[config.mk]
export PLATFORM = sky130hd
export DESIGN_NAME = pixel_accum_multi
export DESIGN_NICKNAME = d
export VERILOG_FILES = /design/src/rtl/pixel_accum_multi.sv
export SDC_FILE = /design/constraint.sdc
export NUM_CORES = 1
export LEC_CHECK = 0
export ABC_AREA = 1
export CAP_MARGIN = 25
export CELL_PAD_IN_SITES_DETAIL_PLACEMENT = 1
export CELL_PAD_IN_SITES_GLOBAL_PLACEMENT = 2
export CORE_ASPECT_RATIO = 0.8
export CORE_UTILIZATION = 26
export CTS_CLUSTER_SIZE = 16
export DETAILED_ROUTE_END_ITERATION = 6
export PLACE_DENSITY = 0.76
export SYNTH_ARGS = -nofsm -noshare
export SYNTH_HDL_FRONTEND = slang
export SYNTH_SLANG_ARGS = --single-unit
export TNS_END_PERCENT = 5
[constraint.sdc]
create_clock -name clk -period 3.08 [get_ports clk]
set_input_delay 0.77 -clock clk [delete_from_list [all_inputs] [get_ports clk]]
set_output_delay 0.77 -clock clk [all_outputs]
set_load 0.03 [all_outputs]
[src/rtl/pixel_accum_multi.sv]
// Multi-channel running-sum accumulator: sums CHANNELS components per accepted sample,
// counts samples, tracks sticky per-channel overflow and hands totals off with valid/ready.
// Build option: define PIXEL_ACCUM_SATURATE_EN to clamp channel sums at all-ones instead of wrapping.
module pixel_accum_multi #(
    parameter int DATA_W   = 8,
    parameter int SUM_W    = 22,
    parameter int CHANNELS = 3,
    parameter int CNT_W    = 20
) (
    input  logic                       clk,
    input  logic                       reset,
    input  logic                       clear,
    input  logic                       in_valid,
    output logic                       in_ready,
    input  logic [CHANNELS*DATA_W-1:0] in_data,
    input  logic                       in_last,
    output logic                       out_valid,
    input  logic                       out_ready,
    output logic [CHANNELS*SUM_W-1:0]  sum,
    output logic [CNT_W-1:0]           count,
    output logic [CHANNELS-1:0]        overflow
);

    typedef enum logic [1:0] {
        IDLE  = 2'd0,
        ACCUM = 2'd1,
        DONE  = 2'd2
    } state_t;

    // Add with one extra bit so the carry out of the accumulator MSB is visible.
    function automatic logic [SUM_W:0] add_ext(input logic [SUM_W-1:0] a,
                                               input logic [DATA_W-1:0] b);
        return {1'b0, a} + {{(SUM_W + 1 - DATA_W){1'b0}}, b};
    endfunction

    function automatic logic [SUM_W-1:0] wrap_or_sat(input logic [SUM_W:0] s);
`ifdef PIXEL_ACCUM_SATURATE_EN
        return s[SUM_W] ? {SUM_W{1'b1}} : s[SUM_W-1:0];
`else
        return s[SUM_W-1:0];
`endif
    endfunction

    function automatic logic [CNT_W-1:0] sat_inc(input logic [CNT_W-1:0] c);
        return (&c) ? c : c + CNT_W'(1);
    endfunction

    state_t                r_state;
    state_t                w_state_nxt;
    logic                  r_out_valid;
    logic [SUM_W-1:0]      r_sum     [CHANNELS];
    logic [SUM_W-1:0]      w_sum_nxt [CHANNELS];
    logic [SUM_W:0]        w_add     [CHANNELS];
    logic [DATA_W-1:0]     w_chan    [CHANNELS];
    logic [CNT_W-1:0]      r_count;
    logic [CNT_W-1:0]      w_cnt_nxt;
    logic [CHANNELS-1:0]   r_ovf;
    logic [CHANNELS-1:0]   w_ovf_nxt;
    logic                  w_accept;

    assign in_ready  = (r_state != DONE);
    assign w_accept  = in_valid && in_ready;
    assign out_valid = r_out_valid;
    assign count     = r_count;
    assign overflow  = r_ovf;

    for (genvar c = 0; c < CHANNELS; c++) begin : g_chan
        assign w_chan[c]                 = in_data[c*DATA_W +: DATA_W];
        assign w_add[c]                  = add_ext(r_sum[c], w_chan[c]);
        assign sum[c*SUM_W +: SUM_W]     = r_sum[c];
    end

    always_ff @(posedge clk or posedge reset) begin
        if (reset) begin
            r_state <= IDLE;
        end else begin
            r_state <= w_state_nxt;
        end
    end

    // clear overrides every state transition and always lands in IDLE.
    always_comb begin
        w_state_nxt = r_state;
        case (r_state)
            IDLE: begin
                if (w_accept) begin
                    w_state_nxt = in_last ? DONE : ACCUM;
                end
            end
            ACCUM: begin
                if (w_accept && in_last) begin
                    w_state_nxt = DONE;
                end
            end
            DONE: begin
                if (out_ready) begin
                    w_state_nxt = IDLE;
                end
            end
            default: w_state_nxt = IDLE;
        endcase
        if (clear) begin
            w_state_nxt = IDLE;
        end
    end

    // IDLE acceptance loads a fresh frame; ACCUM acceptance adds into it.
    always_comb begin
        w_cnt_nxt = r_count;
        w_ovf_nxt = r_ovf;
        for (int c = 0; c < CHANNELS; c++) begin
            w_sum_nxt[c] = r_sum[c];
        end
        if (clear) begin
            w_cnt_nxt = '0;
            w_ovf_nxt = '0;
            for (int c = 0; c < CHANNELS; c++) begin
                w_sum_nxt[c] = '0;
            end
        end else if (w_accept && (r_state == IDLE)) begin
            w_cnt_nxt = CNT_W'(1);
            w_ovf_nxt = '0;
            for (int c = 0; c < CHANNELS; c++) begin
                w_sum_nxt[c] = {{(SUM_W - DATA_W){1'b0}}, w_chan[c]};
            end
        end else if (w_accept && (r_state == ACCUM)) begin
            w_cnt_nxt = sat_inc(r_count);
            for (int c = 0; c < CHANNELS; c++) begin
                w_sum_nxt[c] = wrap_or_sat(w_add[c]);
                w_ovf_nxt[c] = r_ovf[c] | w_add[c][SUM_W];
            end
        end
    end

    always_ff @(posedge clk or posedge reset) begin
        if (reset) begin
            r_out_valid <= 1'b0;
            r_count     <= '0;
            r_ovf       <= '0;
            for (int c = 0; c < CHANNELS; c++) begin
                r_sum[c] <= '0;
            end
        end else begin
            r_out_valid <= (w_state_nxt == DONE);
            r_count     <= w_cnt_nxt;
            r_ovf       <= w_ovf_nxt;
            for (int c = 0; c < CHANNELS; c++) begin
                r_sum[c] <= w_sum_nxt[c];
            end
        end
    end

endmodule
# ---- Word level (Yosys, flattened, before mapping)
# Index checks and enable logic that the tools add are counted.
dict set report word_totals {
  regBits 92
  input_bits 30
  output_inout_bits 91
  wordCells 43
}
dict set report classes {
  n_addsub 4
  eq_ne 5
  n_mux 16
  bitwise 3
  reduce_logical 8
}
# cell count
set ops {}
lappend ops {{two-way mux 66 bit} 3}
lappend ops {{two-way mux 20 bit} 4}
lappend ops {{adder 22 x 8 -> 23 bit} 3}
lappend ops {{adder 20 x 1 -> 20 bit, second input constant} 1}
lappend ops {{AND reduction 20 bit} 1}
lappend ops {{two-way mux 2 bit} 5}
lappend ops {{two-way mux 3 bit} 3}
lappend ops {{one-hot mux 2 bit (3 select lines)} 1}
lappend ops {{equality test 2 bit, second input constant} 2}
lappend ops {{logical AND 1 bit} 4}
lappend ops {{inequality test 3 bit, second input constant} 1}
lappend ops {{OR 1 bit} 3}
lappend ops {{nonzero test 3 bit} 1}
lappend ops {{equality test 2 x 1 -> 1 bit, second input constant} 1}
lappend ops {{zero test 2 bit} 1}
lappend ops {{inequality test 2 bit, second input constant} 1}
lappend ops {{AND reduction 2 bit} 1}

# ---- Depth between registers and ports, before layout
# Gate-level depths: netlist of the first run.
dict set report logic_depth {
  depth_word 7
  mapped_depth 13
  mapped_depth_nobuf 13
}

# ---- Worst setup path after synthesis of the first run
# OpenSTA, ideal clock, no wires.
dict set report synth_path {
  path_type {input-to-reg}
  startpoint {input port in_data[8]}
  endpoint {register r_sum (netlist bit sum[34])}
  arrival_ns 2.157
  required_time_ns 2.957
  setup_slack_ns 0.800
  path_stages 9
  n_path_buf 0
  path_cell_list {ha_1 > inv_1 > fa_1 > o21ai_1 > nand2_1 > nand2_1 > nand2_1 > nor3b_1 > nor2_1}
}
dict set report synth_between {
  elab_chain_len 4
}
# element line_no
set synth_lines {}
lappend synth_lines {{from (decl)} 15} ;# input logic [CHANNELS*DATA_W-1:0] in_data,
lappend synth_lines {{adder 22 x 8 -> 23 bit} 33} ;# return {1'b0, a} + {{(SUM_W + 1 - DATA_W){1'b0}}, b};
lappend synth_lines {{two-way mux 66 bit} 126} ;# end else if (w_accept && (r_state == ACCUM)) begin
lappend synth_lines {{two-way mux 66 bit} 120} ;# end else if (w_accept && (r_state == IDLE)) begin
lappend synth_lines {{two-way mux 66 bit} 114} ;# if (clear) begin
lappend synth_lines {{to (signal, indexed assignment)} 148} ;# r_sum[c] <= w_sum_nxt[c];
lappend synth_lines {{to (decl)} 51} ;# logic [SUM_W-1:0] r_sum [CHANNELS];
# Every way passes these cells. The select of a mux whose other input is x is not followed.
# A chain may end at the register's enable or synchronous reset.

# ---- Worst setup path in the final report of the first run
dict set report layout_path {
  startpoint {input port in_data[8]}
  endpoint {register r_sum (netlist bit sum[40])}
}
# The elaborated chain is that of the path after synthesis.

==> impl_metrics.env, run 1 <==
export IMPL_status="completed"
export IMPL_ys_warn_count=0
export IMPL_drc=0
export IMPL_cts_tree="built"
export IMPL_final_hold_viol_count=0
export IMPL_regArea_um2=2300
export IMPL_max_cap_violations=0
export IMPL_netlist_top_cells_area="dfrtp_1 36%, nand2_1 16%, nor2_1 7.1%, inv_1 6.5%, nand3_1 6.4%"
export IMPL_grt_max_degree=42
export IMPL_cts_made_buffers=9
export IMPL_period_needed_ps=2680
export IMPL_clock_sinks=92
export IMPL_seq_area_frac_synth=0.364
export IMPL_arrival_ps=2910
export IMPL_clock_latency_ps=350
export IMPL_leakage_nw=3.78
export IMPL_slew_violations=0
export IMPL_yosysTopAreaCell="dfrtp_1"
export IMPL_synth_cells=935
export IMPL_rsz0062_at_grt="no"
export IMPL_routedWlPerCell_um=15.6
export IMPL_grt_total_usage=0.178
export IMPL_viasPerCell=4.71
export IMPL_crit_fanout=5
export IMPL_wl_mm=21.6
export IMPL_synth_cell_types=40
export IMPL_max_freq_mhz=373
export IMPL_cp_required_ps=3310
export IMPL_root_buffer="clkbuf_16"
export IMPL_cellPowerDensity_nw_per_um2=379
export IMPL_syn_area_um2=6330
export IMPL_postSynthAreaPerCell_um2=6.77
export IMPL_grt_most_used_layer="met2"
export IMPL_synth_fp_nets=993
export IMPL_setup_viol=0
export IMPL_initial_core_util=0.268
export IMPL_layout_nets=1124
export IMPL_core_area_um2=23600
export IMPL_synthDominantCellAreaShare=0.364
export IMPL_port_buffers=120
export IMPL_antenna_diode_count=0
export IMPL_slew_limit_headroom=0.644
export IMPL_dp_hpwl_mm=16.5
export IMPL_met3_usage=0.0241
export IMPL_hold_ws_ps=499
export IMPL_ys_top_cells_by_count="274 x nand2_1, 120 x nor2_1, 110 x inv_1"
export IMPL_rows=50
export IMPL_synth_edff_count=0
export IMPL_met1_usage=0.257
export IMPL_synth_seq_cells=92
export IMPL_met2_usage=0.285
export IMPL_cp_end_kind="register"
export IMPL_ir_worst_vdd_v=0.000214
export IMPL_cts_clk_slew_worst_paths_ps=70
export IMPL_multiInputGateArea_um2=3470
export IMPL_detail_route_antenna_nets=0
export IMPL_drive_above_1_share=0.0542
export IMPL_grt_first_pass_wirelength_mm=35.2
export IMPL_cts_resized=0
export IMPL_area_growth_pct=31.3
export IMPL_fin_skew_ps=10.5
export IMPL_dieWidth_um=176
export IMPL_worst_slew_pin_slew_ps=529
export IMPL_vias=6510
export IMPL_overflow=0
export IMPL_die_area_um2=25000
export IMPL_gp_congestion=0.784
export IMPL_pin_count=121
export IMPL_first_pass_iters=4
export IMPL_hold_buffers=0
export IMPL_crit_type="input port to register"
export IMPL_hold_class="register to register"
export IMPL_n_fill_cell=2971
export IMPL_h_tree_depth=3
export IMPL_die_h_um=142
export IMPL_antenna_found_initial=0
export IMPL_yosysMostFrequentCell="nand2_1"
export IMPL_start_kind="input port"
export IMPL_synthFlopType="dfrtp_1"
export IMPL_clk_path_buf_depth=2
export IMPL_async_flop_share=1.00
export IMPL_grt_pass1_vias=6646
export IMPL_fin_tns_setup_ps=0
export IMPL_post_route_period_util=0.869
export IMPL_post_cts_buffers=0
export IMPL_drt_initial_drc_count=277
export IMPL_final_util=0.351
per-layer routing:
metal | part of all wire | vias up
li1 | - | 3271
met1 | 0.52 | 3128
met2 | 0.44 | 101
met3 | 0.033 | 10
met4 | 0.0053 | 0
met5 | 0 | -
registers in the layout, summed over array words and instances (netlist names):
| register | flops |
|---|---|
| sum | 66 |
| count | 20 |
| overflow | 3 |
| r_state | 2 |
| out_valid | 1 |
through the flow:
| stage | instances | worst slack (ps) | instance area, um^2 | power [mW] |
|---|---|---|---|---|
| 5_1_grt | 1383 | 202 | 8310 | 3.33 |
| 2_1_floorplan | 935 | 800 | 6330 | 1.75 |
| 6_report | 1383 | 402 | 8310 | 3.15 |
| 4_1_cts | 1383 | 404 | 8310 | 3.20 |
| 3_5_place_dp | 1367 | 43.1 | 8020 | 2.06 |
| 3_3_place_gp | 1367 | 65.7 | 8020 | 2.05 |
cells by family (layout without fill, tap and decap cells):
| family | Yosys count | after routing | synth area share |
|---|---|---|---|
| xor+xnor | 15 | 15 | 0.0208 |
| simple gates | 539 | 539 | 0.365 |
| compound gates | 124 | 124 | 0.104 |
| fa+ha+maj | 28 | 28 | 0.0589 |
| buf+inv | 137 | 273 | 0.0872 |
| flops | 92 | 92 | 0.364 |
layout make-up:
type	instances	area share
Inverter	117	0.0536
Clock inverter	6	0.00557
Tap cell	312	0.0470
Multi-Input combinational cell	706	0.418
Timing Repair Buffer	140	0.170
Sequential cell	92	0.277
Clock buffer	10	0.0288
where the power goes:
| group | switching (mW) | internal, mW |
|---|---|---|
| Clock | 0.546 | 0.579 |
| Combinational | 0.463 | 0.273 |
| Sequential | 0.0469 | 1.25 |
| Total | 1.06 | 2.10 |
layout by cell type, fill, tap and decap left out, types with 2 or more instances in the layout:
cell type,count
o21a_1,4
nand4_1,18
nor3b_1,5
ha_1,25
fa_1,3
xor2_1,13
xnor2_1,2
buf_12,5
and2_1,2
nand2_4,3
o211ai_1,5
clkbuf_16,9
a21oi_1,42
dfrtp_1,92
o22ai_1,2
and3_1,2
or2_2,2
nor2_1,120
nor3_1,18
nand3b_1,4
inv_1,109
nand3_1,81
nor2_4,3
buf_4,15
clkdlybuf4s50_1,120
nand2_2,2
nand2_1,274
o21ai_1,18
nor2_2,3
clkinvlp_4,3
o21ai_0,49
inv_6,3
inv_2,5
critical path, cell delays in order:
cell and delay (ps):
clkdlybuf4s50_1 500, ha_1 200, inv_1 60, fa_1 410, o21ai_1 310, nand2_1 90, nand2_1 100, buf_4 140
nand4_1 90, o21ai_0 180, nor2_1 60
worst paths after layout:
path                                         start  slack [ps]  cells past startpoint                      end
hold / removal             overflow[2]$_DFFE_PP0P_         500                      1  overflow[2]$_DFFE_PP0P_
setup / recovery                        in_data[8]         400                     11      sum[40]$_DFFE_PP0P_
setup reg to reg               sum[22]$_DFFE_PP0P_         900                     10      sum[40]$_DFFE_PP0P_
min in group asynchronous                    reset         790                      2       sum[0]$_DFFE_PP0P_
hold reg to reg            overflow[2]$_DFFE_PP0P_         500                      1  overflow[2]$_DFFE_PP0P_
max in group asynchronous                    reset        1700                      3      sum[34]$_DFFE_PP0P_
No activity file was read; power rests on OpenSTA's default activity.
==> inputs of run 2 (changes only) <==
--- a/config.mk
+++ b/config.mk
@@ -14,6 +14,8 @@
 export CTS_CLUSTER_SIZE = 16
 export DETAILED_ROUTE_END_ITERATION = 6
 export PLACE_DENSITY = 0.76
+export REMOVE_ABC_BUFFERS = 1
+export SLEW_MARGIN = 20
 export SYNTH_ARGS = -nofsm -noshare
 export SYNTH_HDL_FRONTEND = slang
 export SYNTH_SLANG_ARGS = --single-unit
==> run 2 against run 1 <==
Against the previous run:
- setup slack got worse by 280 ps
- clock skew barely moved
- worst hold slack improved by 20 ps
- critical path type is now register to output port
- largest power group unchanged
- clock-buffer cell count rose by 1
- largest cell class unchanged
- sequential cell count did not move
- sequential power barely moved
- sequential share of layout area barely moved
- critical endpoint is now in_ready
- fmax fell by 9.5%
- clock power rose by 4%
==> impl_metrics.env, run 2 (same netlist as run 1, synthesis figures left out) <==
export IMPL_antenna_diode_count=0
export IMPL_fin_skew_ps=10.7
export IMPL_gp_congestion=0.806
export IMPL_cts_tree="built"
export IMPL_overflow=0
export IMPL_post_cts_buffers=0
export IMPL_core_area_um2=23600
export IMPL_arrival_ps=2190
export IMPL_dp_hpwl_mm=16.6
export IMPL_drt_initial_drc_count=279
export IMPL_cp_cell_sequence="inv_2, nand2_1, clkdlybuf4s50_1"
export IMPL_rows=50
export IMPL_status="completed"
export IMPL_regArea_um2=2300
export IMPL_cellPowerDensity_nw_per_um2=385
export IMPL_root_buffer="clkbuf_16"
export IMPL_n_fill_cell=2989
export IMPL_layout_nets=1125
export IMPL_cpPeakStageDelay_ps=750
export IMPL_grt_pass1_vias=6664
export IMPL_period_needed_ps=2960
export IMPL_ir_worst_vdd_v=0.000206
export IMPL_placed_cells=1368
export IMPL_antenna_found_initial=0
export IMPL_crit_type="register to output port"
export IMPL_clock_sinks=92
export IMPL_wl_mm=21.9
export IMPL_cts_made_buffers=9
export IMPL_crit_family="buffers and inverters"
export IMPL_port_buffers=120
export IMPL_max_cap_violations=0
export IMPL_max_freq_mhz=338
export IMPL_leakage_nw=3.79
export IMPL_hold_buffers=0
export IMPL_grt_max_degree=41
export IMPL_crit_slowest_cell="dfrtp_1"
export IMPL_layout_commonest_cell="nand2_1"
export IMPL_dieWidth_um=176
export IMPL_viasPerCell=4.71
export IMPL_crit_fanout=15
export IMPL_die_h_um=142
export IMPL_initial_core_util=0.268
export IMPL_die_area_um2=25000
export IMPL_clk_path_buf_depth=2
export IMPL_cts_clk_slew_worst_paths_ps=70
export IMPL_first_pass_iters=4
export IMPL_post_route_period_util=0.961
export IMPL_fin_cells=1383
export IMPL_fin_tns_setup_ps=0
export IMPL_routedWlPerCell_um=15.8
export IMPL_hold_ws_ps=519
export IMPL_grt_first_pass_wirelength_mm=35.8
export IMPL_largest_register_ffs=66
export IMPL_slew_violations=0
export IMPL_drive_above_1_share=0.0532
export IMPL_worst_slew_pin_slew_ps=644
export IMPL_cp_end_kind="output port"
export IMPL_pin_count=121
export IMPL_slew_limit_headroom=0.570
export IMPL_final_hold_viol_count=0
export IMPL_area_growth_pct=31.4
export IMPL_multiInputGateArea_um2=3470
export IMPL_path_buf_inv=2
export IMPL_clock_latency_ps=360
export IMPL_drc=0
export IMPL_start_kind="register"
export IMPL_grt_total_usage=0.182
export IMPL_hold_class="register to register"
export IMPL_cts_resized=0
export IMPL_rsz0062_at_grt="no"
export IMPL_cp_required_ps=2310
export IMPL_detail_route_antenna_nets=0
export IMPL_setup_viol=0
export IMPL_mostFrequentLayoutCells="274 x nand2_1, 120 x nor2_1, 120 x clkdlybuf4s50_1"
export IMPL_power_mw=3.20
export IMPL_h_tree_depth=3
export IMPL_vias=6515
==> run 2: metrics by stage <==
step / setup slack [ps] / cell area (um^2) / util
2_1_floorplan: -82.0 / 6220 / -
5_1_grt: 57.4 / 8310 / 0.351
4_1_cts: 100 / 8310 / 0.351
6_report: 120 / 8310 / 0.351
3_3_place_gp: 72.5 / 8020 / 0.339
3_5_place_dp: -14.6 / 8020 / 0.339
==> run 2: layout make-up <==
type,count,area share
Sequential cell,92,0.277
Tap cell,312,0.0470
Clock buffer,11,0.0292
Inverter,117,0.0534
Timing Repair Buffer,141,0.170
Clock inverter,4,0.00602
Multi-Input combinational cell,706,0.418
==> run 2: tightest hold or removal path: cells and delay by family (launching register included) <==
family                 cells  cell delay [ps]
AOI/OAI and AO/OA          1               50
buffers and inverters      1               50
DFF                        1              370
==> run 2: report_power, final <==
| group | leakage, nW | internal, mW | total, mW | switching [mW] |
|---|---|---|---|---|
| logic | 2.38 | 0.270 | 0.736 | 0.466 |
| registers | 1.27 | 1.25 | 1.30 | 0.0502 |
| clock network | 0.138 | 0.648 | 1.17 | 0.524 |
==> run 2: metal layers <==
| layer | track usage | share of wire |
|---|---|---|
| met4 | 0.0368 | 0.0073 |
| met2 | 0.302 | 0.46 |
| met1 | 0.251 | 0.50 |
| met5 | 0 | 0 |
| met3 | 0.0268 | 0.035 |
==> run 2: final timing paths <==
path,startpoint,end,slack (ps),cells past startpoint
max reg2reg,r_state[0]$_DFF_PP0_,count[10]$_DFFE_PP0P_,860,11
min,overflow[0]$_DFFE_PP0P_,overflow[0]$_DFFE_PP0P_,520,2
min reg2reg,overflow[0]$_DFFE_PP0P_,overflow[0]$_DFFE_PP0P_,520,2
max in group asynchronous,reset,sum[37]$_DFFE_PP0P_,1640,3
min in group asynchronous,reset,sum[39]$_DFFE_PP0P_,840,2
max,r_state[0]$_DFF_PP0_,in_ready,120,3
==> inputs of run 3 (changes only) <==
--- a/config.mk
+++ b/config.mk
@@ -13,9 +13,10 @@
 export CORE_UTILIZATION = 26
 export CTS_CLUSTER_SIZE = 16
 export DETAILED_ROUTE_END_ITERATION = 6
+export GPL_TIMING_DRIVEN = 0
 export PLACE_DENSITY = 0.76
 export REMOVE_ABC_BUFFERS = 1
-export SLEW_MARGIN = 20
+export SLEW_MARGIN = 25
 export SYNTH_ARGS = -nofsm -noshare
 export SYNTH_HDL_FRONTEND = slang
 export SYNTH_SLANG_ARGS = --single-unit
==> run 3 against run 2 <==
Against the previous run:
- sequential share of layout area increased by 0.35 points
- critical path depth increased by 10
- combinational power decreased by 3.9%
- via count decreased by 0.32%
- non-clock buffer count decreased by 19
- fmax increased by 4.2%
- global-route usage decreased by 0.078 points
- clock skew increased by 2.0 ps
- critical path type is now input port to register
==> impl_metrics.env, run 3 (same netlist as run 1, synthesis figures left out) <==
export IMPL_p_int_mw=2.23
export IMPL_rsz0062_at_grt="no"
export IMPL_p_comb_frac=0.215
export IMPL_cp_end_kind="register"
export IMPL_cts_clk_slew_worst_paths_ps=80
export IMPL_worst_slew_pin_slew_ps=709
export IMPL_start_kind="input port"
export IMPL_layout_commonest_cell="nand2_1"
export IMPL_hold_buffers=0
export IMPL_finish_instance_area_um2=8210
export IMPL_h_tree_depth=3
export IMPL_post_route_period_util=0.922
export IMPL_r2r_start="r_state[0]$_DFF_PP0_"
export IMPL_setup_viol=0
export IMPL_worst_slack_ps=240
export IMPL_cellPowerDensity_nw_per_um2=400
export IMPL_crit_slowest_cell="clkdlybuf4s50_1"
export IMPL_hold_end="overflow[2]$_DFFE_PP0P_"
export IMPL_cts_tree="built"
export IMPL_initial_core_util=0.268
export IMPL_vias=6494
export IMPL_dp_worst_setup_slack_ps=-801
export IMPL_routedWlPerCell_um=15.9
export IMPL_max_freq_mhz=352
export IMPL_antenna_found_initial=1
export IMPL_max_cap_violations=0
export IMPL_clockPowerShare=0.390
export IMPL_clock_latency_ps=360
export IMPL_rows=50
export IMPL_slew_violations=0
export IMPL_leakage_nw=3.72
export IMPL_slew_limit_headroom=0.527
export IMPL_path_buf_inv=5
export IMPL_rr_endpoint="count[10]$_DFFE_PP0P_"
export IMPL_viasPerCell=4.75
export IMPL_layout_nets=1106
export IMPL_top_layer="met4"
export IMPL_wl_mm=21.7
export IMPL_crit_family="simple AND/OR/NAND/NOR gates"
export IMPL_drive_above_1_share=0.0389
export IMPL_period_needed_ps=2840
export IMPL_hold_depth=1
export IMPL_drt_met1_wl_mm=10.8
export IMPL_clock_sinks=92
export IMPL_root_buffer="clkbuf_16"
export IMPL_reg2reg_depth=11
export IMPL_p_sw_frac=0.322
export IMPL_p_sw_mw=1.06
export IMPL_cp_cell_sequence="clkdlybuf4s50_1, inv_2, nor2_4, nand2_4, nand2_4, inv_4, nand3_2, nand2_4, inv_4, nand2_1, nand2_1, nand2_1, inv_1"
export IMPL_crit_type="input port to register"
export IMPL_hold_class="register to register"
export IMPL_hp_start="overflow[2]$_DFFE_PP0P_"
export IMPL_fin_skew_ps=12.7
export IMPL_first_pass_iters=4
export IMPL_final_util=0.347
export IMPL_pin_count=121
export IMPL_dp_hpwl_mm=15.9
export IMPL_clk_path_buf_depth=2
export IMPL_die_h_um=142
export IMPL_met3_length_um=650
export IMPL_core_area_um2=23600
export IMPL_regToRegSetupSlack_ps=430
export IMPL_mostFrequentLayoutCells="274 x nand2_1, 120 x nor2_1, 120 x clkdlybuf4s50_1"
export IMPL_dpl_cell_area_um2=7870
export IMPL_dieWidth_um=176
export IMPL_crit_fanout=38
export IMPL_n_fill_cell=2958
export IMPL_grt_total_usage=0.181
export IMPL_gp_congestion=0.757
export IMPL_grt_pass1_vias=6642
export IMPL_area_growth_pct=29.8
export IMPL_grt_first_pass_wirelength_mm=35.6
export IMPL_cpPeakStageDelay_ps=450
export IMPL_overflow=0
export IMPL_power_share_sequential=0.394
export IMPL_port_buffers=120
export IMPL_die_area_um2=25000
export IMPL_met2_length_mm=10.1
export IMPL_cts_made_buffers=9
export IMPL_largest_register_ffs=66
export IMPL_ir_worst_vdd_v=0.000207
export IMPL_arrival_ps=3100
export IMPL_cp_required_ps=3340
export IMPL_final_hold_viol_count=0
export IMPL_grt_max_degree=56
export IMPL_drc=0
export IMPL_detail_route_antenna_nets=0
export IMPL_status="completed"
export IMPL_drt_initial_drc_count=310
## run 3: layout make-up
cell class / instances / area (um^2) / share of cell area
Inverter: 117 / 452 / 0.0550
Antenna cell: 1 / 2.50 / 0.000305
Timing Repair Buffer: 122 / 1260 / 0.153
Tap cell: 312 / 390 / 0.0475
Multi-Input combinational cell: 706 / 3480 / 0.424
Sequential cell: 92 / 2300 / 0.281
Clock buffer: 10 / 239 / 0.0291
Clock inverter: 6 / 86.3 / 0.0105
## run 3: power by group through the flow
stage	combinational, mW	clock, mW	sequential [mW]
after floorplan	0.358	0	1.38
after global placement	0.694	0	1.32
after detailed placement	0.714	0	1.32
after CTS	0.720	1.33	1.30
after global routing	0.792	1.37	1.30
final	0.707	1.28	1.29
## run 3: worst max path at each step
stage / startpoint / end / slack [ps] / cells after the start
global route: in_data[8] / sum[34]$_DFFE_PP0P_ / 60 / 11
detailed placement: in_valid / count[10]$_DFFE_PP0P_ / -800 / 13
finish: in_valid / count[10]$_DFFE_PP0P_ / 240 / 13
floorplan: reset / count[0]$_DFFE_PP0P_ / -80 / 1
global placement: reset / count[3]$_DFFE_PP0P_ / -2180 / 2
CTS: r_state[0]$_DFF_PP0_ / count[10]$_DFFE_PP0P_ / 70 / 11
## run 3: per-stage QoR
| stage | hold WS, ps | std cells | setup TNS, ps | total power [mW] |
|---|---|---|---|---|
| 3_5_place_dp | 489 | 1349 | -21010 | 2.03 |
| 4_1_cts | 506 | 1365 | 0 | 3.34 |
| 6_report | 495 | 1366 | 0 | 3.28 |
| 3_3_place_gp | 485 | 1347 | -272130 | 2.01 |
| 2_1_floorplan | 517 | 915 | -7540 | 1.73 |
| 5_1_grt | 525 | 1365 | 0 | 3.46 |
## run 3: what timing repair did
action	in CTS	in global routing
gates resized for setup	2	3
pin swaps	0	0
buffers inserted	0	0
setup endpoints to repair	21	10
## run 3: metal layers
metal	up-vias	track usage
li1	3238	-
met1	3147	0.246
met2	97	0.303
met3	12	0.0284
met4	0	0.0390
met5	-	0
